**config.mk**
```make
export PLATFORM = sky130hd
export DESIGN_NAME = timer_counter
export DESIGN_NICKNAME = d
export VERILOG_FILES = /design/src/rtl/timer_counter.sv
export SDC_FILE = /design/constraint.sdc
export NUM_CORES = 1
export LEC_CHECK = 0
export CAP_MARGIN = 40
export CORE_MARGIN = 5
export CORE_UTILIZATION = 25
export DETAILED_ROUTE_END_ITERATION = 10
export SLEW_MARGIN = 20
export SYNTH_ARGS = -nofsm -noshare
export SYNTH_HDL_FRONTEND = slang
export SYNTH_SLANG_ARGS = --single-unit
```
**constraint.sdc**
```tcl
create_clock -name clk -period 3.7 [get_ports clk]
set_input_delay 0.37 -clock clk [delete_from_list [all_inputs] [get_ports clk]]
set_output_delay 0.37 -clock clk [all_outputs]
set_load 0.05 [all_outputs]
```
**src/rtl/timer_counter.sv**
```systemverilog
`default_nettype none
// timer_counter: prescaled up/down timer with periodic or one-shot mode,
// terminal-count and compare pulses. Rev 1.0
module timer_counter #(
  parameter int WIDTH     = 16,
  parameter int PSC_WIDTH = 8
) (
  input  logic                 clk,
  input  logic                 clr_b,
  input  logic                 start,
  input  logic                 stop,
  input  logic                 oneshot,
  input  logic                 dir,
  input  logic [WIDTH-1:0]     period,
  input  logic [WIDTH-1:0]     cmp,
  input  logic [PSC_WIDTH-1:0] psc_div,
  output logic [WIDTH-1:0]     count,
  output logic                 tc,
  output logic                 cmp_match,
  output logic                 busy,
  output logic                 done
);

  localparam logic [1:0] S_IDLE = 2'd0;
  localparam logic [1:0] S_RUN  = 2'd1;
  localparam logic [1:0] S_DONE = 2'd2;

  localparam logic [WIDTH-1:0]     CNT_ONE = {{(WIDTH-1){1'b0}}, 1'b1};
  localparam logic [PSC_WIDTH-1:0] PSC_ONE = {{(PSC_WIDTH-1){1'b0}}, 1'b1};

  logic [1:0]           state, state_nxt;
  logic [WIDTH-1:0]     count_nxt;
  logic [WIDTH-1:0]     period_r, period_nxt;
  logic                 dir_r, dir_nxt;
  logic                 oneshot_r, oneshot_nxt;
  logic [PSC_WIDTH-1:0] psc_cnt, psc_nxt;
  logic                 tc_nxt, cmp_nxt;
  logic                 tick, terminal;

  always_ff @(posedge clk or negedge clr_b) begin
    if (!clr_b) begin
      state     <= S_IDLE;
      count     <= '0;
      period_r  <= '0;
      dir_r     <= 1'b0;
      oneshot_r <= 1'b0;
      psc_cnt   <= '0;
      tc        <= 1'b0;
      cmp_match <= 1'b0;
    end else begin
      state     <= state_nxt;
      count     <= count_nxt;
      period_r  <= period_nxt;
      dir_r     <= dir_nxt;
      oneshot_r <= oneshot_nxt;
      psc_cnt   <= psc_nxt;
      tc        <= tc_nxt;
      cmp_match <= cmp_nxt;
    end
  end

  // >= rather than == so a psc_div lowered mid-run still produces a tick
  assign tick     = (psc_cnt >= psc_div);
  assign terminal = dir_r ? (count == period_r) : (count == '0);

  always_comb begin
    state_nxt   = state;
    count_nxt   = count;
    period_nxt  = period_r;
    dir_nxt     = dir_r;
    oneshot_nxt = oneshot_r;
    psc_nxt     = psc_cnt;
    tc_nxt      = 1'b0;
    cmp_nxt     = 1'b0;
    if (stop) begin
      state_nxt = S_IDLE;
      psc_nxt   = '0;
    end else if (start) begin
      period_nxt  = period;
      dir_nxt     = dir;
      oneshot_nxt = oneshot;
      psc_nxt     = '0;
      count_nxt   = dir ? '0 : period;
      state_nxt   = S_RUN;
    end else if (state == S_RUN) begin
      if (!tick) begin
        psc_nxt = psc_cnt + PSC_ONE;
      end else begin
        psc_nxt = '0;
        if (terminal) begin
          tc_nxt = 1'b1;
          if (oneshot_r) begin
            state_nxt = S_DONE;
          end else begin
            count_nxt = dir_r ? '0 : period_r;
          end
        end else begin
          count_nxt = dir_r ? (count + CNT_ONE) : (count - CNT_ONE);
        end
        cmp_nxt = (count_nxt == cmp);
      end
    end
  end

  always_comb begin
    busy = (state == S_RUN);
    done = (state == S_DONE);
  end

endmodule
`default_nettype wire

```
==> key figures <==
Outcome
  • Status: finished clean

Drt
  • Drt total wl: between 10000 and 15000 um
  • Drt via density: around 5.2
  • Routed wl met2: about 6500 um
  • Via count: 3966
  • First-pass detailed-route iteration total: 4
  • Detailed Route Iter0 Violations: 200
  • Antenna Violating Nets Remaining: 0
  • DR WL met3: approximately 510 um
  • Top layer in use: met4
  • Wire length per cell: 18.4 um
  • # DRC: 0
  • Wl on met1: about 6600 um

Layout
  • Most common cell after layout, fill and taps aside: clkdlybuf4s50_1
  • N_diodes: 0
  • Most frequent cells in the layout: clkdlybuf4s50_1, dfrtp_1, a21oi_1
  • Fraction of final layout cells sized beyond drive strength 1: 0.0886
  • Final Cell Area: just over 5000 um^2
  • Fill cells: around 1700
  • Reg area: ~1200 um^2
  • Final design utilization: 0.322
  • Final Non-Filler Cells: ~770
  • Final net count: roughly 620
  • Area of the multi-input gates: 2770 um^2
  • Layout Area Growth over Synthesis: 25.9%

Power and ir drop
  • Power per Cell Area: around 600 nW/um^2
  • Tot Pwr: about 3.1 mW
  • Switching Power: roughly 1.5 mW
  • Switching part of the total: 0.484
  • Power share of the combinational group: 0.596
  • Flop pwr share: 0.249
  • Clock power share: 0.155
  • Static Leak: 2.03 nW
  • Worst IR Drop VDD: 0.248 mV
  • P_int: ~1.6 mW

STA
  • Slew margin rel.: 0.465
  • Unrepaired setup endpoints after global routing: false
  • Fin crit share: 0.902
  • Max Slew Vio Count: 0
  • Fin Setup TNS: 0 ns
  • Worst setup margin: ~0.36 ns
  • Fmax achieved: approximately 0.30 GHz
  • Crit path time final: between 3 and 4 ns
  • Count of final hold-check violations: 0
  • Final setup viols: 0
  • Max Clock Skew: about 0.0082 ns
  • WHS: about 0.19 ns
  • Worst Tran Pin Value: 0.799 ns

Synth
  • Syn Inst Count: just under 500
  • Mapped cell area: around 4000 um^2
  • Unique masters post-synth: between 60 and 70
  • Async S/R FF share, synth: 1.00
  • Post-Syn Nets: 560
  • Share of the yosys chip area belonging to registers: 0.281
  • Synthesized area per cell: between 8 and 9 um^2
  • Post-synth EDFFs: 0
  • Post-synth top flop: dfrtp_1
  • FF+latch count, synth: 46
  • Warnings, synthesis: 0

Critical path
  • Kind of critical path: flop to flop
  • Reg2Reg Depth: 11
  • Critical path peak fanout: 8
  • Crit start category: flop
  • Critical Path AT: between 3 and 4 ns
  • Worst reg2reg endpoint: cmp_match
  • Flop2flop setup slack: 0.36 ns
  • Worst EP required: slightly below 4 ns
  • CP endpoint kind: flop
  • Worst r2r src: count[1]

Clock tree
  • CTS tree: done
  • CTS Root Cell: clkbuf_16
  • Max Buffers Root-to-Sink: 2
  • Worst-path clk slew: approximately 0.07 ns
  • Post-CTS Hold Fix Bufs: 0
  • CTS H-Tree Depth: 2
  • Worst-Skew Late Latency: approximately 0.30 ns
  • Cts bufs inserted: 5
  • Post-CTS Setup Bufs: 0
  • Post-CTS resize count: 0
  • CTS Sinks: 46

GRT
  • Congestion Overflow GR: 0
  • All-layer global routing usage: 0.146
  • Initial antenna violation count: 0
  • Vias in the first global route: 4053
  • Largest net degree at the start of global routing: 47
  • First-pass GRT wire length: approximately 23000 um

Place
  • Pre-CTS setup slack: a little under 0.4 ns
  • Routability cong.: about 0.94
  • Port bufs: 65
  • Post-DP HPWL: between 10000 and 15000 um
  • Dpl cell area: roughly 5000 um^2
  • Dpl cells: 761

Floorplan
  • Core area: around 16000 um^2
  • # rows: 46
  • Initial Utilization: 0.256
  • Die height: about 140 um
  • Ports: 66
  • Die span in x: roughly 140 um
  • Die ar.: roughly 19000 um^2

Worst hold path
  • HP Class: input pin to async pin

Run
  • MaxCap Viol Count: 0
how the worst max path moves through the flow:
stage	start	end	slack, ns	cells past startpoint
after CTS	count[1]	cmp_match	0.36	11
after floorplan	dir_r	cmp_match	0.27	13
after global routing	count[1]	cmp_match	0.17	11
after global placement	count[1]	cmp_match	0.47	11
final	count[1]	cmp_match	0.36	11
after detailed placement	count[1]	cmp_match	0.40	11
cell usage after synthesis, drive strengths merged (7+ instances only):
cell	number	area, um^2
a211oi	14	115
a21o	7	52.6
a21oi	44	235
buf	10	53.8
clkbuf	12	45.0
dfrtp	46	1150
ha	23	288
inv	21	78.8
mux2	13	146
nand2	38	153
nand2b	10	62.6
nand3	9	45.0
nand4	7	43.8
nor2	36	135
nor2b	10	62.6
nor3	15	75.1
nor3b	10	75.1
nor4	11	118
o21ai	39	195
xnor2	26	228
xor2	22	193
worst max-delay path: stages, from the launching register on:
cell       delay [ns]
dfrtp_1          0.59
inv_1            0.11
fa_1             0.43
nor2b_1          0.17
o2111ai_1        0.16
nand3b_1         0.14
xor2_1           0.34
xnor2_1          0.17
o2111ai_1        0.18
nor4_1           0.40
nand4_1          0.24
nor4_2           0.32
power groups by stage:
stage / Sequential (mW) / Clock (mW) / Combinational (mW)
3_5_place_dp: 0.781 / 0 / 1.84
6_report: 0.774 / 0.481 / 1.85
2_1_floorplan: 0.888 / 0 / 1.17
3_3_place_gp: 0.777 / 0 / 1.83
4_1_cts: 0.771 / 0.491 / 1.85
5_1_grt: 0.786 / 0.513 / 2.02
cells by family (layout without fill, tap and decap cells):
kind of cell | after synthesis | after routing | synth area share
flops | 46 | 46 | 0.281
fa+ha+maj | 24 | 24 | 0.0751
compound gates | 148 | 148 | 0.232
xor+xnor | 48 | 48 | 0.103
mux | 16 | 16 | 0.0431
buf+inv | 43 | 106 | 0.0434
simple gates | 165 | 165 | 0.222
per-layer routing:
metal / up-vias / track usage
met4: 0 / 0.0634
met2: 128 / 0.236
met3: 32 / 0.0186
met5: - / 0
li1: 1910 / -
met1: 1896 / 0.197
sequential cells by signal (all words and copies together), names as in the netlist:
signal,count
cmp_match,1
count,16
dir_r,1
oneshot_r,1
period_r,16
psc_cnt,8
state,2
tc,1
final cells by class:
| cell class | count | share of cell area |
|---|---|---|
| multi-input cells | 401 | 0.537 |
| flip-flops and latches | 46 | 0.223 |
| repair buffers | 77 | 0.143 |
| well taps | 216 | 0.0524 |
| clock buffers | 5 | 0.0243 |
| inverters | 21 | 0.0153 |
| clock inverters | 3 | 0.00485 |
(Power assumes the default switching activity.)
==> edit, RTL diff (same settings) <==
The parameter `WIDTH` goes from 16 to 24.
--- a/src/rtl/timer_counter.sv
+++ b/src/rtl/timer_counter.sv
@@ -2,7 +2,7 @@
 // timer_counter: prescaled up/down timer with periodic or one-shot mode,
 // terminal-count and compare pulses. Rev 1.0
 module timer_counter #(
-  parameter int WIDTH     = 16,
+  parameter int WIDTH     = 24,
   parameter int PSC_WIDTH = 8
 ) (
   input  logic                 clk,
Interface: changed (resized cmp, count and period); port bits go from 66 to 90. No check against the original RTL was run, so the function may have changed too.
==> edit against the original RTL <==
  * Sequential cell count rose by 16
  * Non-clock buffer count is 65 higher
  * Count of clock-buffer cells in the layout rose by 5
  * Global-route usage increased by 0.68 points
  * Via count is 35% higher
  * Power up 66%
  * Clock skew fell by 0.0013 ns
  * Worst setup slack got worse by 0.17 ns
  * Area after synthesis up 32%
  * Wire length grew 37%
  * Final area is 44% higher
  * Critical path type unchanged
  * Critical endpoint unchanged
==> edit: results (changes against the original RTL) <==
status=completed; placer congestion estimate=0.9471 (+1.0%); layout cell share with drive strength beyond 1=15.52% (+6.7 points); Bufs on Longest Clock Path=2 (unchanged); CTS root buffer=clkbuf_16; CTS buffer count=9 (+4); peak supply drop=0.2305 mV (-7.2%); via count=5364 (+35%); initial antenna violation count=0 (unchanged); # H-tree levels=3 (+1); clock skew=0.006917 ns (-0.001289 ns); Top Registers=count x24, period_r x24, psc_cnt x8; Lkg Pwr=0.002936 uW (+45%); commonest cells in the synthesized netlist=a21oi_1, dfrtp_1, nor2_1; Seq/Total Area, Yosys=28.60% (+0.50 points); DP Wirelength=15370 um (+38%); top post-synthesis cells by area=dfrtp_1, xnor2_1, ha_1, a21oi_1, mux2_2; Ys Warns=0 (unchanged); DRT Pass-1 Iters=4 (unchanged); largest net degree at the start of global routing=33 (-30%); Net Count, Synth=739 (+32%); clock slew at reported path FFs=0.06 ns; DR WL/cell=18.47 um (+0.45%); Synth async-reset ratio=100.0% (unchanged); Port Buffers=89 (+37%); worst hold path class=primary input to asynchronous set/reset pin; DRT iter0 DRCs=326 (+63%); Netlist cell types=62 (-10%); vias in the first global route=5131 (+27%); GRT Total Usage=15.33% (+0.68 points); first-pass GRT wire length=29090 um (+28%); CP Max Fanout=10 (+2); critical path arrival=3.76 ns (+0.22 ns); nets=862 (+39%); Clock Latency Late Sink=0.35 ns (+0.05 ns); Tightest Pin Transition=0.7820 ns (-0.01690 ns); Antenna Cells=0 (unchanged); filler instances=2159 (+27%)
edit: layout make-up:
cell class / instances / area, um2 / share of cell area (%)
Tap cell: 275 / 344.1 / 4.633
Clock inverter: 6 / 132.6 / 1.786
Multi-Input combinational cell: 534 / 3782 / 50.93
Clock buffer: 10 / 239.0 / 3.218
Sequential cell: 62 / 1554 / 20.92
Timing Repair Buffer: 142 / 1300 / 17.50
Inverter: 19 / 75.07 / 1.011
edit: repair_timing:
action | CTS | global route
resized for setup | 0 | 3
buffers inserted | 0 | 3
setup endpoints to repair | 0 | 1
edit: critical path, stage by stage (launching register included):
cell and delay [ns]:
dfrtp_1 0.39, xnor2_1 0.34, nand4_1 0.14, or4_4 0.57, o21ai_2 0.21, buf_4 0.23, nor4b_1 0.09, a2111o_1 0.34
or4_1 0.57, a2111oi_2 0.22, nand4_1 0.17, nor4_2 0.15
edit: path summary, 6_finish.rpt:
check	depth (start not counted)	slack [ns]	endpoint	startpoint
worst min-delay path	1	0.11	period_r[17]$_DFFE_PN0P_	clr_b
max in group asynchronous	2	2.67	count[0]$_DFFE_PN0P_	clr_b
worst max register to register	11	0.19	cmp_match$_DFF_PN0_	count[11]$_DFFE_PN0P_
min in group clk	1	0.53	psc_cnt[2]$_DFFE_PN0N_	psc_cnt[2]$_DFFE_PN0N_
worst max-delay path	11	0.19	cmp_match$_DFF_PN0_	count[11]$_DFFE_PN0P_
worst min register to register	1	0.53	psc_cnt[2]$_DFFE_PN0N_	psc_cnt[2]$_DFFE_PN0N_
edit: stage by stage:
step                      area, um2  hold slack (ns)  setup slack [ns]  utilization (%)  instances
final                          7427           0.1056            0.1910            35.00       1048
after global routing           7427           0.1497          0.006461            35.00       1048
after CTS                      7396           0.1144            0.1826            34.85       1045
after detailed placement       7024           0.4823            0.2245            33.10       1029
after global placement         7024           0.4849            0.2213            33.10       1029
after floorplan                5533          0.07441            0.1203                -        645
edit: power by group:
part           switching (uW)  leakage, uW  total, uW  internal (uW)
Sequential                117     0.000742        921            803
Clock                     332     0.000179       1080            743
Combinational            1810      0.00202       3170           1350
edit: layer usage:
| metal | vias to the layer above | GRT usage (%) | wire length [um] |
|---|---|---|---|
| met5 | - | 0 | 0 |
| met1 | 2560 | 20.25 | 8640 |
| met2 | 162 | 25.12 | 9028 |
| met3 | 26 | 3.189 | 1297 |
| met4 | 0 | 4.875 | 391 |
| li1 | 2616 | - | - |
edit: logic make-up after synthesis:
| group | after synthesis | synth area share [%] |
|---|---|---|
| AND/OR/NAND/NOR | 216 | 20.51 |
| AO/OA/AOI/OAI | 180 | 21.11 |
| XOR/XNOR | 73 | 12.04 |
| flip-flops | 62 | 28.60 |
| buffers and inverters | 49 | 3.529 |
| multiplexers | 33 | 6.690 |
| adder cells (fa/ha/maj) | 32 | 7.520 |
